--- config.mk ---
export PLATFORM = sky130hd
export DESIGN_NAME = machine_trace_dump
export DESIGN_NICKNAME = d
export VERILOG_FILES = /design/src/rtl/machine_trace_dump_pkg.sv /design/src/rtl/machine_trace_dump_out_reg.sv /design/src/rtl/machine_trace_dump.sv
export SDC_FILE = /design/constraint.sdc
export NUM_CORES = 1
export LEC_CHECK = 0
export CORE_ASPECT_RATIO = 0.9
export CORE_MARGIN = 2
export CORE_UTILIZATION = 50
export CTS_BUF_LIST = sky130_fd_sc_hd__clkbuf_8
export DETAILED_ROUTE_END_ITERATION = 7
export GPL_TIMING_DRIVEN = 0
export PLACE_DENSITY = 0.9
export SLEW_MARGIN = 15
export SYNTH_ARGS = -nofsm -noshare
export SYNTH_HDL_FRONTEND = slang
export SYNTH_HIERARCHICAL = 1
export SYNTH_SLANG_ARGS = --single-unit
--- constraint.sdc ---
create_clock -name clk -period 4.3 [get_ports clk]
set_input_delay 1.29 -clock clk [delete_from_list [all_inputs] [get_ports clk]]
set_output_delay 1.29 -clock clk [all_outputs]
set_load 0.01 [all_outputs]
--- src/rtl/machine_trace_dump_pkg.sv ---
// machine_trace_dump_pkg: record kinds, controller states and a saturating counter helper
package machine_trace_dump_pkg;
    typedef enum logic [1:0] {KIND_PC = 2'b00, KIND_REG = 2'b01, KIND_MEM = 2'b10} kind_t;
    typedef enum logic [2:0] {IDLE, RUN, DUMP_REG, DUMP_MEM, DONE} state_t;
    function automatic logic [31:0] sat_inc(input logic [31:0] v);
        return (&v) ? v : v + 32'd1;
    endfunction
endpackage

--- src/rtl/machine_trace_dump_out_reg.sv ---
// machine_trace_dump_out_reg: one-entry valid/ready output register holding a trace record
module machine_trace_dump_out_reg #(
    parameter int W = 32
) (
    input  logic         clk,
    input  logic         reset,
    input  logic         load,
    input  logic         ready,
    input  logic [1:0]   ld_kind,
    input  logic [W-1:0] ld_data,
    input  logic         ld_last,
    output logic         free,
    output logic         valid,
    output logic [1:0]   kind,
    output logic [W-1:0] data,
    output logic         last
);
    assign free = !valid || ready;
    always_ff @(posedge clk or negedge reset) begin
        if (!reset) begin
            valid <= 1'b0;
            kind  <= 2'b00;
            data  <= '0;
            last  <= 1'b0;
        end else if (free) begin
            valid <= load;
            if (load) begin
                kind <= ld_kind;
                data <= ld_data;
                last <= ld_last;
            end
        end
    end
endmodule

--- src/rtl/machine_trace_dump.sv ---
// machine_trace_dump: traces retired PCs of a machine, then dumps its register file and a
// data-memory window over one valid/ready record channel once the run halts or times out.
module machine_trace_dump
    import machine_trace_dump_pkg::*;
#(
    parameter int          NUM_REGS  = 32,
    parameter int          DATA_W    = 32,
    parameter int          PC_W      = 32,
    parameter logic [31:0] MEM_BASE  = 32'h4000,
    parameter int          MEM_WORDS = 4,
    parameter logic [31:0] TIMEOUT   = 32'd64,
    parameter logic [31:0] HALT_INST = 32'h0
) (
    input  logic                                        clk,
    input  logic                                        reset,
    input  logic                                        start,
    input  logic                                        inst_valid,
    input  logic [PC_W-1:0]                             pc,
    input  logic [31:0]                                 inst,
    output logic                                        cpu_stall,
    output logic [4:0]                                  rf_raddr,
    input  logic [DATA_W-1:0]                           rf_rdata,
    output logic [31:0]                                 mem_raddr,
    input  logic [DATA_W-1:0]                           mem_rdata,
    output logic                                        out_valid,
    input  logic                                        out_ready,
    output logic [1:0]                                  out_kind,
    output logic [(DATA_W > PC_W ? DATA_W : PC_W)-1:0]  out_data,
    output logic                                        out_last,
    output logic                                        busy,
    output logic                                        halted,
    output logic                                        timed_out,
    output logic [31:0]                                 retired
);
    localparam int          OUT_W  = DATA_W > PC_W ? DATA_W : PC_W;
    localparam logic [4:0]  K_LAST = 5'(NUM_REGS - 1);
    localparam logic [31:0] J_LAST = 32'(MEM_WORDS - 1);
    state_t             state;
    logic [4:0]         k;
    logic [31:0]        j;
    logic [31:0]        next_retired;
    logic               free, accept, load, ld_last;
    logic [1:0]         ld_kind;
    logic [OUT_W-1:0]   ld_data;
    always_comb begin
        cpu_stall    = state == RUN && out_valid && !out_ready && inst_valid;
        accept       = state == RUN && inst_valid && !cpu_stall;
        load         = free && (accept || state == DUMP_REG || state == DUMP_MEM);
        ld_kind      = state == RUN ? KIND_PC : state == DUMP_REG ? KIND_REG : KIND_MEM;
        ld_data      = state == RUN ? OUT_W'(pc) : state == DUMP_REG ? OUT_W'(rf_rdata) : OUT_W'(mem_rdata);
        ld_last      = state == DUMP_REG ? (MEM_WORDS == 0 && k == K_LAST) : (state == DUMP_MEM && j == J_LAST);
        rf_raddr     = state == DUMP_REG ? k : 5'd0;
        mem_raddr    = state == DUMP_MEM ? MEM_BASE + j : 32'd0;
        busy         = state == RUN || state == DUMP_REG || state == DUMP_MEM || (state == DONE && out_valid);
        next_retired = sat_inc(retired);
    end
    // Halt is tested before the timeout so it wins when both hit on one instruction.
    always_ff @(posedge clk or negedge reset) begin
        if (!reset) begin
            state     <= IDLE;
            k         <= 5'd0;
            j         <= 32'd0;
            retired   <= 32'd0;
            halted    <= 1'b0;
            timed_out <= 1'b0;
        end else begin
            case (state)
                IDLE: if (start) state <= RUN;
                RUN: if (accept) begin
                    retired <= next_retired;
                    if (inst == HALT_INST) begin
                        halted <= 1'b1;
                        state  <= DUMP_REG;
                    end else if (next_retired == TIMEOUT) begin
                        timed_out <= 1'b1;
                        state     <= DUMP_REG;
                    end
                end
                DUMP_REG: if (free) begin
                    k <= k + 5'd1;
                    if (k == K_LAST) state <= MEM_WORDS == 0 ? DONE : DUMP_MEM;
                end
                DUMP_MEM: if (free) begin
                    j <= j + 32'd1;
                    if (j == J_LAST) state <= DONE;
                end
                default: ;
            endcase
        end
    end
    machine_trace_dump_out_reg #(.W(OUT_W)) u_out (
        .clk(clk), .reset(reset), .load(load), .ready(out_ready),
        .ld_kind(ld_kind), .ld_data(ld_data), .ld_last(ld_last),
        .free(free), .valid(out_valid), .kind(out_kind), .data(out_data), .last(out_last)
    );
endmodule

======== After elaboration in Yosys (flattened, before gate mapping) ========
Cells that the tools add are included.
Widths: inputs -> output; s select.
cells by class
  shifts and indexed selects .............. 0
  mux-type cells .......................... 17
  equal/unequal tests ..................... 14
  $mul .................................... 0
  div/mod/pow operators ................... 0
  bitwise logic cells ..................... 1
  reductions and logical operators ........ 28
  magnitude comparators ................... 0
  add/subtract/negate cells ............... 4
operators with widths
  operator                number
  $mux 32                 4
  $add 32x1->32 const B   2
  $add 15x32->32 const A  1
  $eq 32x2->1 const B     1
  $eq 32x7->1 const B     1
  $logic_not 32->1        1
  $reduce_and 32->1       1
  $mux 3                  8
  $pmux 3 s4              1
  $logic_and 1x1->1       8
  $ne 2x2->1 const B      4
  $reduce_and 2->1        4
  $reduce_and 8->1        1
  $eq 3x2->1 const B      2
  $logic_or 1x1->1        6
  $add 5x1->5 const B     1
  $eq 5x5->1 const B      1
  $mux 5                  1
  $mux 2                  2
  $ne 2x1->1 const B      2
  $reduce_and 4->1        1
  $reduce_bool 4->1       1
  $eq 3x1->1 const B      1
  $eq 3x3->1 const B      1
  6 further kinds         8
word-level totals
  bits in latches ......................... 0
  ROM bits ................................ 0
  register bits ........................... 110
  output and inout port bits .............. 109
  RAM bits ................................ 0
  word-level logic and storage cells ...... 74
  memories kept ........................... 0

======== Depth between registers and ports, before layout ========
  depth after elaboration ................. 10
  depth in mapped cells ................... 11
  mapped depth without buffers ............ 10

======== Cells and area by module ========
Netlist, hierarchy kept.
modules (own cells, without submodules)
  module                      area each (um2)  cells each  instances  sequential area each (um2)
  machine_trace_dump          5,192.5          642         1          1,851.8
  machine_trace_dump_out_reg  1,472.7          77          1          900.9

======== Worst setup path after synthesis ========
No wires, ideal clock.
  path kind ............................... input to register
  start ................................... in out_ready
  end ..................................... reg j[27]
  cell stages on the path ................. 9
  arrival ................................. 3.181 ns
  path slack .............................. 0.991 ns
  cells stage by stage .................... nand2b_4 > inv_1 > nor3_1 > nand4_1 > nor2_1 > nand2_1 > nor3_1 > nand4_1 > xnor2_1
on the way
  longest elaborated chain between the ends .. 2
RTL lines
  item                        line                              RTL
  start: declaration          machine_trace_dump.sv:26          input logic out_ready,
  $logic_or 1x1->1            machine_trace_dump_out_reg.sv:18  assign free = !valid || ready;
  $reduce_and 2->1 (no line)  n/a
  end signal: assignment      machine_trace_dump.sv:84          j <= j + 32'd1;
  end: declaration            machine_trace_dump.sv:40          logic [31:0] j;
Every way passes these cells.
A chain may end at the register's enable or synchronous reset.

======== Final worst setup path ========
  start ................................... reg j[17]
  end ..................................... out mem_raddr[28]
on the way
  longest elaborated chain between the ends .. 2
RTL lines
  item              line                      RTL
  $add 15x32->32    machine_trace_dump.sv:53  mem_raddr = state == DUMP_MEM ? MEM_BASE + j : 32'd0;
  $mux 32           machine_trace_dump.sv:53
  end: declaration  machine_trace_dump.sv:23  output logic [31:0] mem_raddr,
Every way passes these cells.

==> metrics.txt <==
Die Ht 114 um; Syn. warnings 6; post-DR wirelength/cell 18.0 um; layout cells sized above 1 7.71%; largest net degree at the start of global routing 82; drt initial violations 465; dominant synthesized flop cell dfrtp_1; commonest non-fill, non-tap cells in the layout clkdlybuf4s50_1, nand2_1, dfrtp_1; DP Area 9320 um2; vias per cell 5.68; Tot GR Track Use 27.9%; Reg power frac 39.1%; adder-cell area share of the yosys netlist 1.13%; EDFF count, synth 0; Final Hold Vio Count 0; outcome finished, final reports clean; CORE AREA 13200 um2; diode count 0; CTS Root Cell clkbuf_8; dpl ws -0.133 ns; r2r setup slk 0.81 ns; Initial Util 50.6%; Final Util 71.9%; fin area 9470 um2; Synth Area per Inst 9.27 um2; Die ar. 14300 um2; non-filler cells, final 1141; Mapped Nets 858; Syn Inst Count 719; PortBufs 241; Layout area overhead 42.1%; CP Capture Type primary output; DRC 0; P per Cell Area 387 nW/um2; Worst Path Max Fanout 7; cell family contributing the most delay on the critical path simple AND/OR/NAND/NOR gates; Worst path slowest cell clkdlybuf4s50_1; reg2reg path depth 10; worst path required time 3.01 ns; DP Wirelength 15700 um; Worst Path Class, Setup flop to primary output; Reg clk slew, reported paths 0.10 ns; worst vdd ir 0.000249 V; CTS Buf Count 9; Post-Synth XOR/XNOR Area 11.0%; first-pass GRT wire length 31600 um; # setup viols final 0; Routed Antenna Nets 0; Fmax achieved 0.245 GHz; Tcrit/Tclk final 95.0%; WP data arrival 2.79 ns; CP cell instances and3_1 -> nand3_1 -> nand2b_1 -> or3_1 -> a21oi_1 -> clkdlybuf4s50_1; synth unique cells 55; Inst Count DP 1129; Final Hold Slack 0.501 ns; mux contribution to synthesized area 9.37%; unrepaired setup endpoints after global routing false; Layout Skew 0.0102 ns; fin crit period 4.08 ns; clock share of power 15.1%; commonest non-fill, non-tap cell in the layout clkdlybuf4s50_1; Seq/Total Area, Yosys 41.3%; reg2reg start retired[6]; max-cap check violation count 0; TritonCTS Sinks 110; Post-Route WL 20500 um; Synth Area in Compound Gates 7.49%; final net count 1110; FF-to-FF End retired[14]; largest family of logic cells by synthesized area simple AND/OR/NAND/NOR gates; gpl congestion 0.956; Logic pwr share 45.8%; Hold Crit Class flop to flop; CTS tree yes; Post-Synth Simple-Gate Area 26.3%; CP startpoint kind flop; clock latency on the worst-skew pair 0.39 ns; final setup margin 0.216 ns; Cell Area, Synth 6670 um2; antenna violations before repair 0; LEAKAGE 4.07 nW; CP Capture Point mem_raddr[28]; CTS H-tree depth 3; worst setup path start j[17]; number of cells on the critical path 6; Seq cells post-synth 110; via count 6482; Final Max Tran Viols 0; Critical Path Max Stage Delay 0.58 ns; Relative slew margins 51.3%; DR pass1 iterations 6; CP bufs+invs 1; switching pwr 1.28 mW; post-cts hold buffer count 0; clock tree buffer depth 2; ys async rst share 100%; vias in the first global route 6077; Die X 126 um; Rows 40; number of I/O pins 242; Internal Power 2.39 mW; Sw Ratio 34.8%; gr ovfl total 0; worst slew pin tran 0.725 ns
## metal layers
| metal | up-vias | GRT usage (%) | wire (um) |
|---|---|---|---|
| li1 | 3035 | - | - |
| met1 | 3146 | 36.4 | 8750 |
| met2 | 274 | 46.8 | 10200 |
| met3 | 27 | 6.75 | 1330 |
| met4 | 0 | 7.63 | 300 |
| met5 | - | 0 | 0 |
## power groups by stage
stage	Sequential, mW	Clock, mW	Combinational, mW
final	1.44	0.554	1.68
after detailed placement	1.45	0	1.66
after floorplan	1.51	0	0.830
after CTS	1.43	0.565	1.68
after global placement	1.44	0	1.63
after global routing	1.46	0.603	1.79
## cell families after synthesis
kind of cell	count (synthesis)
compound gates	73
xor+xnor	84
fa+ha+maj	6
buf+inv	52
flops	110
mux	46
simple gates	348
## Yosys cell counts, types with 3 or more instances
master / n / share of area (%)
clkbuf_1: 33 / 1.9
and3_1: 27 / 2.5
nand2b_1: 9 / 0.84
a22oi_1: 31 / 3.5
or3_1: 9 / 0.84
and2_1: 9 / 0.84
nand4b_1: 3 / 0.39
o21a_1: 3 / 0.34
buf_2: 6 / 0.45
nor2_1: 56 / 3.2
a21oi_1: 8 / 0.60
nand2_1: 114 / 6.4
mux2_2: 11 / 1.9
mux2i_1: 5 / 0.75
dfrtp_1: 110 / 41
nor3_1: 22 / 1.7
mux2_4: 30 / 6.8
buf_6: 3 / 0.51
nand3_1: 32 / 2.4
xor2_1: 35 / 4.6
inv_1: 7 / 0.39
xnor2_1: 49 / 6.4
nand4_1: 27 / 2.5
o21ai_0: 14 / 1.1
nor4_1: 23 / 2.2
ha_1: 6 / 1.1
## registers in the layout (all words and copies together), names as in the netlist
register     flops
halted           1
j               32
k                5
retired         32
state            3
timed_out        1
u_out/data      32
u_out/kind       2
u_out/last       1
u_out/valid      1
## how the worst min path moves through the flow
| stage | from | end | slack, ns | depth (start not counted) |
|---|---|---|---|---|
| floorplan | k[3] | k[3] | 0.45 | 1 |
| global placement | k[3] | k[3] | 0.47 | 1 |
| detailed placement | u_out/data[22] | u_out/data[22] | 0.49 | 1 |
| CTS | k[3] | k[3] | 0.50 | 1 |
| global route | u_out/data[22] | u_out/data[22] | 0.52 | 1 |
| finish | k[3] | k[3] | 0.50 | 1 |
## stage by stage
step	total power, mW	setup TNS (ns)
finish	3.67	0
global route	3.85	0
detailed placement	3.12	-0.326
global placement	3.07	-253.24
CTS	3.68	0
floorplan	2.34	0
## area by class of cell
| class | instances | area [um2] |
|---|---|---|
| clock buffers | 10 | 138 |
| well taps | 168 | 210 |
| clock inverters | 3 | 16.3 |
| flip-flops and latches | 110 | 2750 |
| inverters | 8 | 30.0 |
| repair buffers | 242 | 2440 |
| multi-input cells | 557 | 3690 |
| fillers | 954 | 3690 |
| plain buffers | 43 | 193 |
## timing repair
item,CTS,global route
resized for setup,0,3
hold endpoints to repair,0,0
endpoints found under the setup margin,0,3
setup buffers,0,0
Power figures use the tool's default switching activity.
